### src/rtl/rf_port_arbiter.sv
// rf_port_arbiter
//   Shares the one register-file access port between three requesters:
//   the decoder read path (dec_*), the debug read path (dbg_*) and the
//   writeback write path (wb_*). One access is issued per cycle, in grant
//   order. Writeback has priority, but only for MAX_WR_STREAK consecutive
//   write grants while a read is waiting. The two readers share the
//   remaining grants round-robin.
//
// Handshake (req/gnt):
//   A requester raises req and holds req plus its address/data fields
//   until it sees gnt. gnt is a registered one-cycle pulse in the cycle
//   after the winning arbitration. While gnt is high, that requester's req
//   is ignored, so the requester can drop it without being granted twice.
//   A reader then gets a one-cycle valid pulse two cycles after its gnt,
//   with rs1/rs2 data. The data outputs hold until that reader's next
//   valid.
//
// Ports:
//   clk, rst                 clock and synchronous active-low reset
//   dec_rd_req/rs1/rs2       decoder read request and source addresses
//   dec_rd_gnt/valid/data    decoder grant, return valid and data
//   dbg_*                    same set for the debug reader
//   wb_wr_req/addr/data      writeback request, destination and data
//   wb_wr_gnt                writeback grant
//   RF_*                     register-file port; this block owns it
//   conflict_cnt             saturating count of contended cycles
module rf_port_arbiter #(
    parameter int MAX_WR_STREAK = 4,
    parameter int CNT_W         = 16
) (
    input  logic             clk,
    input  logic             rst,
    input  logic             dec_rd_req,
    input  logic [4:0]       dec_rs1_addr,
    input  logic [4:0]       dec_rs2_addr,
    output logic             dec_rd_gnt,
    output logic             dec_rd_valid,
    output logic [31:0]      dec_rs1_data,
    output logic [31:0]      dec_rs2_data,
    input  logic             dbg_rd_req,
    input  logic [4:0]       dbg_rs1_addr,
    input  logic [4:0]       dbg_rs2_addr,
    output logic             dbg_rd_gnt,
    output logic             dbg_rd_valid,
    output logic [31:0]      dbg_rs1_data,
    output logic [31:0]      dbg_rs2_data,
    input  logic             wb_wr_req,
    input  logic [4:0]       wb_wr_addr,
    input  logic [31:0]      wb_wr_data,
    output logic             wb_wr_gnt,
    output logic             RF_chip_enable,
    output logic             RF_write_enable,
    output logic [4:0]       RF_rs1_address,
    output logic [4:0]       RF_rs2_address,
    output logic [4:0]       RF_WR_add,
    output logic [31:0]      RF_WriteData,
    input  logic [31:0]      RF_reg1_data,
    input  logic [31:0]      RF_reg2_data,
    output logic [CNT_W-1:0] conflict_cnt
);

    localparam logic [3:0] STREAK_LIMIT = 4'(MAX_WR_STREAK);
    localparam logic [3:0] STREAK_SAT   = 4'hF;

    // Arbitration state: rr_ptr 0 = decoder preferred, 1 = debug preferred.
    logic       rr_ptr;
    logic [3:0] wr_streak;

    // Read return pipeline. Stage 1 is the RF access cycle. Stage 2 is the
    // cycle when RF data is present. The zero flags remember x0 sources so
    // that those lanes return 0 whatever the RF drives.
    logic s1_vld, s1_dbg, s1_z1, s1_z2;
    logic s2_vld, s2_dbg, s2_z1, s2_z2;

    logic       elig_dec, elig_dbg, elig_wb, any_rd_elig;
    logic       win_dec, win_dbg, win_wb, win_rd;
    logic       conflict;
    logic [4:0] rd_rs1, rd_rs2;

    always_comb begin
        // A requester whose grant is showing this cycle is still dropping
        // req, so it is masked out.
        elig_dec    = dec_rd_req & ~dec_rd_gnt;
        elig_dbg    = dbg_rd_req & ~dbg_rd_gnt;
        elig_wb     = wb_wr_req  & ~wb_wr_gnt;
        any_rd_elig = elig_dec | elig_dbg;

        win_wb  = elig_wb & ((wr_streak < STREAK_LIMIT) | ~any_rd_elig);
        win_dec = ~win_wb & elig_dec & (~rr_ptr | ~elig_dbg);
        win_dbg = ~win_wb & elig_dbg & ( rr_ptr | ~elig_dec);
        win_rd  = win_dec | win_dbg;

        conflict = (elig_dec & elig_dbg) | (elig_dec & elig_wb) |
                   (elig_dbg & elig_wb);

        rd_rs1 = win_dbg ? dbg_rs1_addr : dec_rs1_addr;
        rd_rs2 = win_dbg ? dbg_rs2_addr : dec_rs2_addr;
    end

    always_ff @(posedge clk) begin
        if (!rst) begin
            dec_rd_gnt      <= 1'b0;
            dbg_rd_gnt      <= 1'b0;
            wb_wr_gnt       <= 1'b0;
            dec_rd_valid    <= 1'b0;
            dbg_rd_valid    <= 1'b0;
            dec_rs1_data    <= '0;
            dec_rs2_data    <= '0;
            dbg_rs1_data    <= '0;
            dbg_rs2_data    <= '0;
            RF_chip_enable  <= 1'b0;
            RF_write_enable <= 1'b0;
            RF_rs1_address  <= '0;
            RF_rs2_address  <= '0;
            RF_WR_add       <= '0;
            RF_WriteData    <= '0;
            conflict_cnt    <= '0;
            rr_ptr          <= 1'b0;
            wr_streak       <= '0;
            s1_vld          <= 1'b0;
            s1_dbg          <= 1'b0;
            s1_z1           <= 1'b0;
            s1_z2           <= 1'b0;
            s2_vld          <= 1'b0;
            s2_dbg          <= 1'b0;
            s2_z1           <= 1'b0;
            s2_z2           <= 1'b0;
        end else begin
            dec_rd_gnt <= win_dec;
            dbg_rd_gnt <= win_dbg;
            wb_wr_gnt  <= win_wb;

            if (win_wb) begin
                // A write to x0 is still a grant, but it never reaches the RF.
                RF_WR_add       <= wb_wr_addr;
                RF_WriteData    <= wb_wr_data;
                RF_chip_enable  <= (wb_wr_addr != 5'd0);
                RF_write_enable <= (wb_wr_addr != 5'd0);
                if (wr_streak != STREAK_SAT) begin
                    wr_streak <= wr_streak + 4'd1;
                end
            end else if (win_rd) begin
                RF_rs1_address  <= rd_rs1;
                RF_rs2_address  <= rd_rs2;
                RF_chip_enable  <= 1'b1;
                RF_write_enable <= 1'b0;
                wr_streak       <= '0;
                rr_ptr          <= win_dec;  // the other reader is preferred next
            end else begin
                RF_chip_enable  <= 1'b0;
                RF_write_enable <= 1'b0;
            end

            s1_vld <= win_rd;
            s1_dbg <= win_dbg;
            s1_z1  <= (rd_rs1 == 5'd0);
            s1_z2  <= (rd_rs2 == 5'd0);
            s2_vld <= s1_vld;
            s2_dbg <= s1_dbg;
            s2_z1  <= s1_z1;
            s2_z2  <= s1_z2;

            dec_rd_valid <= s2_vld & ~s2_dbg;
            dbg_rd_valid <= s2_vld &  s2_dbg;
            if (s2_vld && !s2_dbg) begin
                dec_rs1_data <= s2_z1 ? 32'd0 : RF_reg1_data;
                dec_rs2_data <= s2_z2 ? 32'd0 : RF_reg2_data;
            end
            if (s2_vld && s2_dbg) begin
                dbg_rs1_data <= s2_z1 ? 32'd0 : RF_reg1_data;
                dbg_rs2_data <= s2_z2 ? 32'd0 : RF_reg2_data;
            end

            if (conflict && (conflict_cnt != {CNT_W{1'b1}})) begin
                conflict_cnt <= conflict_cnt + CNT_W'(1);
            end
        end
    end

endmodule

### config.mk
export PLATFORM = sky130hd
export DESIGN_NAME = rf_port_arbiter
export DESIGN_NICKNAME = d
export VERILOG_FILES = /design/src/rtl/rf_port_arbiter.sv
export SDC_FILE = /design/constraint.sdc
export NUM_CORES = 1
export LEC_CHECK = 0
export CAP_MARGIN = 0
export CORE_MARGIN = 2
export CORE_UTILIZATION = 45
export CTS_BUF_LIST = sky130_fd_sc_hd__clkbuf_4
export DETAILED_ROUTE_END_ITERATION = 8
export PLACE_DENSITY = 0.9
export SLEW_MARGIN = 20
export SYNTH_ARGS = -nofsm -noshare
export SYNTH_HDL_FRONTEND = slang
export SYNTH_SLANG_ARGS = --single-unit
### constraint.sdc
create_clock -name clk -period 2.1 [get_ports clk]
set_input_delay 0.21 -clock clk [delete_from_list [all_inputs] [get_ports clk]]
set_output_delay 0.21 -clock clk [all_outputs]
set_load 0.05 [all_outputs]
==> key figures, run 1 <==
Outcome
  • Status: complete, no violations

Setup path
  • Slowest CP cell: clkdlybuf4s50_1
  • Worst EP required: ~1900 ps
  • Setup slack, reg-to-reg: about 250 ps
  • Worst r2r dst: conflict_cnt[13]
  • Crit path capture type: primary output
  • Worst-path cell chain: clkdlybuf4s50_1
  • CP bufs+invs: 1
  • CP Data Arrival Time: 1820 ps
  • Worst Setup Start Kind: flip-flop
  • Critical Setup Path Class: flip-flop to primary output
  • Slowest cell delay on critical path: about 810 ps
  • Worst R2R Start: conflict_cnt[6]
  • R2R cell count: 4
  • Top cell family by delay on the critical path: buffers and inverters
  • CP max FO: 2

Cells and area
  • Area Growth Syn to Fin: 51.2%
  • Sequential cell area: around 4200 um^2
  • Leading cell types in the layout, fill and taps excluded: 273 x nand2_1, 269 x clkdlybuf4s50_1, 208 x dfxtp_1
  • Layout fillers: 1396
  • Area of the multi-input gates: between 3000 and 4000 um^2
  • Final Net Count: about 1500
  • Commonest non-fill, non-tap cell in the layout: nand2_1
  • Share of cells above drive strength 1: a little under a tenth

Placement
  • GPL Wtd Cong: about 0.92
  • DP Worst Slack: 13.5 ps
  • Dpl hpwl: roughly 17000 um
  • I/O Buffers: about 320

Global route
  • GRT Total Usage: between 20 and 30%
  • Vias in the first global route: ~8300
  • Grt total ovfl: 0
  • First-pass GRT wire length: approximately 42000 um
  • Initial antenna violation count: 1
  • Largest net degree at the start of global routing: just under 90

Floorplanning
  • Initial core utilization: between 40% and 50%
  • Row count: around 50
  • Die area: between 15000 and 20000 um^2
  • Die H: 139 um
  • Die W: around 140 um
  • IO Pins: around 320
  • Total core area: 18000 um^2

Power
  • Leakage power: 4.97 nW
  • Worst VDD drop: ~0.46 mV
  • P per Cell Area: between 700 and 800 nW/um^2

Synth
  • Seq/Total Area, Yosys: between 50 and 60%
  • Area leader, netlist: dfxtp_1
  • Yosys reg bits: 210
  • Syn nets: between 1000 and 1500
  • Post-Syn Area: slightly above 8000 um^2
  • Most used flip-flop cell after synthesis: dfxtp_1
  • Largest cells by area after synthesis: dfxtp_1 51%, nand2_1 12%, a21oi_1 11%
  • Asr flop ratio synth: 0%
  • Avg Cell Area, Syn: between 7 and 8 um^2
  • Post-Syn Instances: ~1000
  • Synth cell types: 42
  • Top cell type's share of synthesized area: between 50% and 60%
  • Warnings, synthesis: 0
  • EDFF count, synth: 0

Routing
  • Post-route DRC: 0
  • Wirelength, routed: ~26000 um
  • DR pass1 iterations: 5
  • Routed len/inst: between 15 and 20 um
  • Drt first-iter violations: approximately 470
  • Vias per std cell: ~5.3
  • Vias: around 8600
  • Routed Antenna Nets: 0

Hold path
  • Hold_sp: wb_wr_data[14]
  • Hold path cells: 3
  • Hold Crit Class: input port to flip-flop
  • Hold worst-path end: RF_WriteData[14]

Clock network
  • Clock transition at path regs: around 70 ps
  • Post-CTS Hold Fix Bufs: 0
  • Clk Latency, worst-skew pair: 650 ps
  • # Post-CTS Setup Buffers: 0
  • PostCTS Resize Cnt: 28
  • CTS root buf: clkbuf_4
  • CTS max path bufs: 3
  • H-Tree Depth: 2
  • Num CTS Buffers: 55
  • CTS tree: done
  • Clock sink count: 210

Timing
  • Count of final hold-check violations: 0
  • Final Max Slew Viols: 0
  • Clock Skew: about 32 ps
  • Post-Route Setup TNS: 0 ps
  • Final worst slack: roughly 72 ps
  • Slew HR: between 40% and 50%
  • Worst Max-Slew Pin Slew: 777 ps
  • RSZ-0062 raised after global routing: false
  • Min cycle time layout: approximately 2000 ps
  • Max Clock Freq: 493 MHz
  • Final period util: 96.5%
  • Final setup vio count: 0
  • Hold_ws: around 130 ps

Run
  • Max cap viols: 0
-- where the power goes --
part | total, mW | switching [mW] | internal [mW]
logic | 1.37 | 0.813 | 0.555
clock network | 3.29 | 1.66 | 1.63
registers | 4.18 | 0.0718 | 4.11
total | 8.84 | 2.55 | 6.29
-- stage by stage --
step / std cells / power (mW) / util (%) / cell area (um^2)
after floorplan: 1030 / 5.03 / - / 8240
after global placement: 1528 / 5.62 / 65.6 / 11800
after detailed placement: 1528 / 5.64 / 65.6 / 11800
after CTS: 1625 / 8.92 / 69.0 / 12400
after global routing: 1626 / 9.23 / 69.4 / 12500
final: 1626 / 8.84 / 69.4 / 12500
-- sequential cells by signal, summed over array words and instances (netlist names), 4 cells and up --
name	flops
RF_WriteData	32
dbg_rs1_data	32
dbg_rs2_data	32
dec_rs1_data	32
dec_rs2_data	32
conflict_cnt	16
RF_WR_add	5
RF_rs1_address	5
RF_rs2_address	5
wr_streak	4
-- cell families after synthesis --
kind of cell               count (synthesis)  synth area share, %
AOI/OAI and AO/OA                        254                 16.6
adders and majority gates                  3                0.440
buffers and inverters                     88                 4.07
DFF                                      210                 51.0
muxes                                     17                 2.07
and+or+nand+nor                          458                 25.8
-- final cells by class --
cell class | count | area share [%]
inverter | 8 | 0.281
sequential | 210 | 33.8
tap | 229 | 2.30
clock inverter | 24 | 0.783
multi-input combinational | 732 | 29.9
clock buffer | 73 | 4.40
timing repair buffer | 349 | 28.6
antenna | 1 | 0.0201
-- cell usage after synthesis (all sizes together) (10+ instances only) --
cell     number
or4          11
nor2         11
o2bb2ai      10
mux2i        17
dfxtp       210
clkbuf       68
nand2       274
o21ai        46
nand3        48
a21oi       179
buf          12
nor2b        68
-- layer usage --
| metal | GRT usage [%] | part of all wire [%] |
|---|---|---|
| met1 | 29.4 | 39 |
| met2 | 44.7 | 49 |
| met3 | 7.95 | 8.7 |
| met4 | 11.5 | 4.0 |
| met5 | 0 | 0 |
-- how the worst max path moves through the flow --
stage / start / endpoint / slack [ps] / cells after the start
2_1_floorplan: conflict_cnt[6] / conflict_cnt[15] / 20 / 4
3_3_place_gp: wb_wr_req / conflict_cnt[15] / 70 / 5
3_5_place_dp: wb_wr_req / conflict_cnt[5] / 10 / 5
4_1_cts: dec_rs1_data[20] / dec_rs1_data[20] / 0.3 / 1
5_1_grt: dec_rs1_data[4] / dec_rs1_data[4] / 0.6 / 1
6_report: dec_rs1_data[27] / dec_rs1_data[27] / 70 / 1
Power figures use the tool's default switching activity.
==> run 2: changes to the inputs <==
RECOVER_POWER = 100   (was default)
SKIP_LAST_GASP = 1   (was default)
==> run 2 against run 1 <==
Compared with the run above:
- hold slack hardly changed
- sequential power hardly changed
- critical path depth stayed put
- via count is 0.11% higher
- clock skew is 6.1 ps higher
==> key figures, run 2 (synthesis gave the netlist of run 1 again) <==
Outcome
  • Status: complete, no violations (unchanged)

Setup path
  • Worst EP required: 1890 ps (about the same)
  • Slowest CP cell: clkdlybuf4s50_1 (unchanged)
  • Crit path capture type: primary output (unchanged)
  • Worst Setup Start Kind: flip-flop (unchanged)
  • Critical Setup Path Class: flip-flop to primary output (unchanged)
  • Top cell family by delay on the critical path: buffers and inverters (unchanged)
  • CP Data Arrival Time: 1820 ps (about the same)
  • CP max FO: 2 (unchanged)
  • Worst R2R Start: wb_wr_gnt (was conflict_cnt[6])
  • CP bufs+invs: 1 (unchanged)
  • Worst-path cell chain: clkdlybuf4s50_1 (unchanged)
  • Slowest cell delay on critical path: 810 ps (about the same)
  • Launch point of the worst path: dec_rs1_data[27] (unchanged)

Floorplanning
  • IO Pins: 324 (unchanged)
  • Row count: 49 (unchanged)
  • Die area: 19400 um^2 (unchanged)
  • Total core area: 18000 um^2 (unchanged)
  • Initial core utilization: 45.9% (unchanged)
  • Die W: 139 um (unchanged)
  • Die H: 139 um (unchanged)

Timing
  • Final setup vio count: 0 (unchanged)
  • Slew HR: 46.8% (was 48.2%)
  • Final worst slack: 74.3 ps (was 72.5 ps)
  • RSZ-0062 raised after global routing: false (unchanged)
  • Min cycle time layout: 2030 ps (about the same)
  • Final period util: 96.5% (about the same)
  • Count of final hold-check violations: 0 (unchanged)
  • Max Clock Freq: 494 MHz (was 493 MHz)
  • Post-Route Setup TNS: 0 ps (unchanged)
  • Final Max Slew Viols: 0 (unchanged)
  • Clock Skew: 38.2 ps (was 32.1 ps)
  • Worst Max-Slew Pin Slew: 798 ps (was 777 ps)

Cells and area
  • Area Growth Syn to Fin: 47.9% (was 51.2%)
  • Leading cell types in the layout, fill and taps excluded: 273 x nand2_1, 268 x clkdlybuf4s50_1, 210 x dfxtp_1 (was 273 x nand2_1, 269 x clkdlybuf4s50_1, 208 x dfxtp_1)
  • Final Net Count: 1484 (unchanged)
  • Final core utilization: 67.8% (was 69.4%)
  • Layout fillers: 1457 (was 1396)
  • Share of cells above drive strength 1: 8.31% (was 9.10%)
  • Design area: 12200 um^2 (was 12500 um^2)
  • Commonest non-fill, non-tap cell in the layout: nand2_1 (unchanged)

Routing
  • Wirelength, routed: 26300 um (was 26200 um)
  • Vias: 8572 (was 8563)
  • DR pass1 iterations: 5 (unchanged)
  • Routed len/inst: 16.2 um (was 16.1 um)
  • Drt first-iter violations: 471 (unchanged)
  • Vias per std cell: 5.27 (about the same)
  • Post-route DRC: 0 (unchanged)
  • Routed Antenna Nets: 0 (unchanged)

Hold path
  • Hold Crit Class: input port to flip-flop (unchanged)
  • Hold_sp: wb_wr_data[23] (was wb_wr_data[14])

Placement
  • I/O Buffers: 323 (unchanged)
  • DP Area: 11800 um^2 (unchanged)
  • Dpl hpwl: 17400 um (unchanged)
  • GPL Wtd Cong: 0.920 (unchanged)
  • DP Worst Slack: 13.5 ps (unchanged)

Global route
  • Largest net degree at the start of global routing: 88 (unchanged)
  • Vias in the first global route: 8325 (unchanged)
  • GRT Total Usage: 25.8% (unchanged)
  • Grt total ovfl: 0 (unchanged)
  • First-pass GRT wire length: 41500 um (unchanged)
  • Initial antenna violation count: 1 (unchanged)

Clock network
  • H-Tree Depth: 2 (unchanged)
  • Post-CTS Hold Fix Bufs: 0 (unchanged)
  • Num CTS Buffers: 55 (unchanged)
  • CTS max path bufs: 3 (unchanged)
  • Clock transition at path regs: 70 ps (about the same)
  • Clk Latency, worst-skew pair: 650 ps (about the same)
  • # Post-CTS Setup Buffers: 0 (unchanged)
  • CTS tree: done (unchanged)
  • CTS root buf: clkbuf_4 (unchanged)
  • Clock sink count: 210 (unchanged)

Power
  • Post-route total power: 8.81 mW (was 8.84 mW)
  • Share of power burned in the clock network: 37.4% (was 37.2%)
  • Internal power: 6.26 mW (was 6.29 mW)
  • Leakage power: 4.42 nW (was 4.97 nW)
  • Sequential Power Share: 47.4% (was 47.3%)
  • Comb pwr share: 15.2% (was 15.5%)
  • Worst VDD drop: 0.463 mV (was 0.465 mV)
  • P per Cell Area: 723 nW/um^2 (was 709 nW/um^2)
  • Psw: 2.55 mW (about the same)
  • Switching Share: 28.9% (was 28.8%)

Run
  • Max cap viols: 0 (unchanged)
-- run 2: per-layer routing --
layer  vias to the layer above  wire (um)  global-route usage [%]
li1                       4153          -                       -
met1                      3969      10100                    29.4
met4                         0       1030                    11.5
met5                         -          0                       0
met3                        74       2310                    7.95
met2                       376      12900                    44.7
-- run 2: repair_timing --
action / 4_1_cts / 5_1_grt
setup endpoints to repair: 28 / 26
gates resized for setup: 28 / 26
hold endpoints to repair: 0 / 0
gates cloned: 0 / 0
-- run 2: worst min-delay path, delay by kind of cell --
family | cells | cell delay [ps]
buffers and inverters | 1 | 400
and+or+nand+nor | 1 | 60
AOI/OAI and AO/OA | 1 | 50
-- run 2: area by class of cell --
cell class	count	area [um^2]	share of cell area, %
antenna	1	2.50	0.0205
clock buffer	73	548	4.50
clock inverter	24	97.6	0.801
inverter	8	35.0	0.288
multi-input combinational	732	3710	30.5
sequential	210	4200	34.5
tap	229	287	2.35
timing repair buffer	349	3300	27.1
-- run 2: stage by stage --
| step | hold slack, ps | std cells |
|---|---|---|
| floorplan | 337 | 1030 |
| global placement | 424 | 1528 |
| detailed placement | 423 | 1528 |
| CTS | 87.4 | 1625 |
| global route | 96.3 | 1626 |
| finish | 128 | 1626 |
-- run 2: path summary, 6_finish.rpt --
kind                            slack [ps]          endpoint  cells after the start
worst min-delay path                   130  RF_WriteData[23]                      3
worst max register to register         140   conflict_cnt[5]                      4
worst min register to register         450   dec_rs2_data[0]                      2
worst max-delay path                    70  dec_rs1_data[27]                      1
-- run 2: power groups by stage --
stage,Combinational [mW],Sequential (mW),Clock [mW]
3_3_place_gp,1.35,4.26,0
5_1_grt,1.42,4.19,3.60
6_report,1.34,4.18,3.29
3_5_place_dp,1.37,4.27,0
2_1_floorplan,0.373,4.66,0
4_1_cts,1.37,4.18,3.37
==> edit, RTL diff (settings of run 2) <==
Set the parameter `CNT_W` to 32 (it was 16).
--- a/src/rtl/rf_port_arbiter.sv
+++ b/src/rtl/rf_port_arbiter.sv
@@ -27,5 +27,5 @@
 module rf_port_arbiter #(
     parameter int MAX_WR_STREAK = 4,
-    parameter int CNT_W         = 16
+    parameter int CNT_W         = 32
 ) (
     input  logic             clk,
Ports: changed (resized conflict_cnt); port bits go from 324 to 340. No check against the original RTL was run, so the function may have changed too.
==> edit against run 2 <==
Area after synthesis up 6.5%; design area increased by 12%; largest power group unchanged; clock power up 12%; combinational power increased by 4%; setup slack got worse by 0.075 ns; the flow now finishes with violations (negative setup slack); critical path type is now reg -> reg; critical path depth increased by 4; routed wire length increased by 11%; power grew 8.4%; sequential cell count increased by 16.
==> edit: results <==
export IMPL_place_area_um2=12700
export IMPL_drt_iter0_markers=469
export IMPL_clk_path_buf_depth=3
export IMPL_grt_pass1_vias=9091
export IMPL_port_buffer_count=339
export IMPL_ys_seq_area_frac=0.516
export IMPL_grt_max_degree=66
export IMPL_gr_usage_met1=0.291
export IMPL_status="finished, violations left"
export IMPL_antenna_found_initial=0
export IMPL_synth_cell_types=52
export IMPL_antenna_cells=0
export IMPL_wl_per_cell_um=16.3
export IMPL_violations="negative setup slack"
export IMPL_gp_congestion=0.881
export IMPL_met2_usage=0.465
export IMPL_placed_cells=1690
export IMPL_skew_ns=0.0273
export IMPL_leakage_nw=6.76
export IMPL_path_clk_slew_ns=0.07
export IMPL_n_fill_cell=1467
export IMPL_hold_path_class="in -> reg"
export IMPL_cts_root_buffer="clkbuf_4"
export IMPL_synth_ff_type="dfxtp_1"
export IMPL_tns_ns=-0.000363
export IMPL_dr_max_layer_used="met4"
export IMPL_irDropWorstVdd_v=0.000445
export IMPL_grtUsageTotal=0.264
export IMPL_drive_gt1_frac=0.119
export IMPL_syn_nets=1232
export IMPL_wl_met3_um=2350
export IMPL_ys_top_cells_by_area="dfxtp_1, nand2_1, a21oi_1"
export IMPL_async_reset_ff_frac=0
export IMPL_clk_latency_ns=0.66
export IMPL_routed_wl_met2_um=14300
export IMPL_worstPathArrival_ns=2.67
export IMPL_drc=0
export IMPL_critPathSlowestCell="a311o_2"
export IMPL_avgViaCountPerCell=5.19
export IMPL_nNetsFinal=1615
export IMPL_worst_path_max_fanout=8
export IMPL_p_int_mw=6.93
export IMPL_preCtsSetupSlack_ns=-0.343
export IMPL_setup_slack_ns=-0.000363
export IMPL_cts_buffers=57
export IMPL_critical_path_top_delay_family="simple AND/OR/NAND/NOR gates"
export IMPL_worst_slew_pin_slew_ns=0.697
export IMPL_synth_common_cells="nand2_1, dfxtp_1, a21oi_1"
export IMPL_dpl_hpwl_um=19700
export IMPL_finalSetupViolCount=1
export IMPL_grt_pass1_wl_um=43900
export IMPL_cpPeakStageDelay_ns=0.46
export IMPL_first_pass_iters=5
export IMPL_avgSynthCellArea_um2=7.95
export IMPL_grtUsageMet3=0.0763
export IMPL_routed_wl_um=29200
export IMPL_met1_length_um=11100
[edit: cell types whose count changed after synthesis, sizes merged, moves of 10 or more]
cell	run 2	this run
nand2	274	351
nand3	48	17
o21ai	46	26
dfxtp	210	226
a21oi	179	194
or3	4	18
nor2	11	24
o2bb2ai	10	0
[edit: logic make-up after synthesis]
group	Yosys count	share of synthesized area
compound gates	247	0.150
xor+xnor	6	0.00599
fa+ha+maj	4	0.00528
buf+inv	80	0.0374
flops	226	0.516
mux	11	0.0126
simple gates	530	0.273
[edit: path summary, 6_finish.rpt]
path,from,to,slack (ns),cells past startpoint
worst max register to register,wb_wr_gnt$_SDFF_PN0_,conflict_cnt[27]$_SDFFE_PN0P_,-0.0004,5
worst max-delay path,wb_wr_gnt$_SDFF_PN0_,conflict_cnt[27]$_SDFFE_PN0P_,-0.0004,5
worst min register to register,s1_z1$_SDFF_PN0_,s2_z1$_SDFF_PN0_,0.43,1
worst min-delay path,wb_wr_data[24],RF_WriteData[24]$_SDFFE_PN0P_,0.10,3
[edit: final cells by class]
class | instances | area [µm²] | share of cell area
Sequential cell | 226 | 4570 | 0.334
Timing Repair Buffer | 394 | 4050 | 0.297
Multi-Input combinational cell | 799 | 3970 | 0.290
Clock buffer | 79 | 593 | 0.0434
Tap cell | 265 | 332 | 0.0243
Clock inverter | 16 | 114 | 0.00833
Inverter | 9 | 38.8 | 0.00284
[edit: what timing repair did]
action / CTS / global route
gates resized for setup: 37 / 105
cloned: 0 / 1
setup endpoints to repair: 37 / 118
buffers inserted: 0 / 2
pin swaps: 0 / 4
[edit: power groups by stage]
stage	Sequential, mW	Combinational [mW]	Clock [mW]
detailed placement	4.57	1.39	0
global placement	4.57	1.38	0
CTS	4.48	1.39	3.79
floorplan	4.97	0.368	0
global route	4.48	1.47	4.00
finish	4.47	1.39	3.69
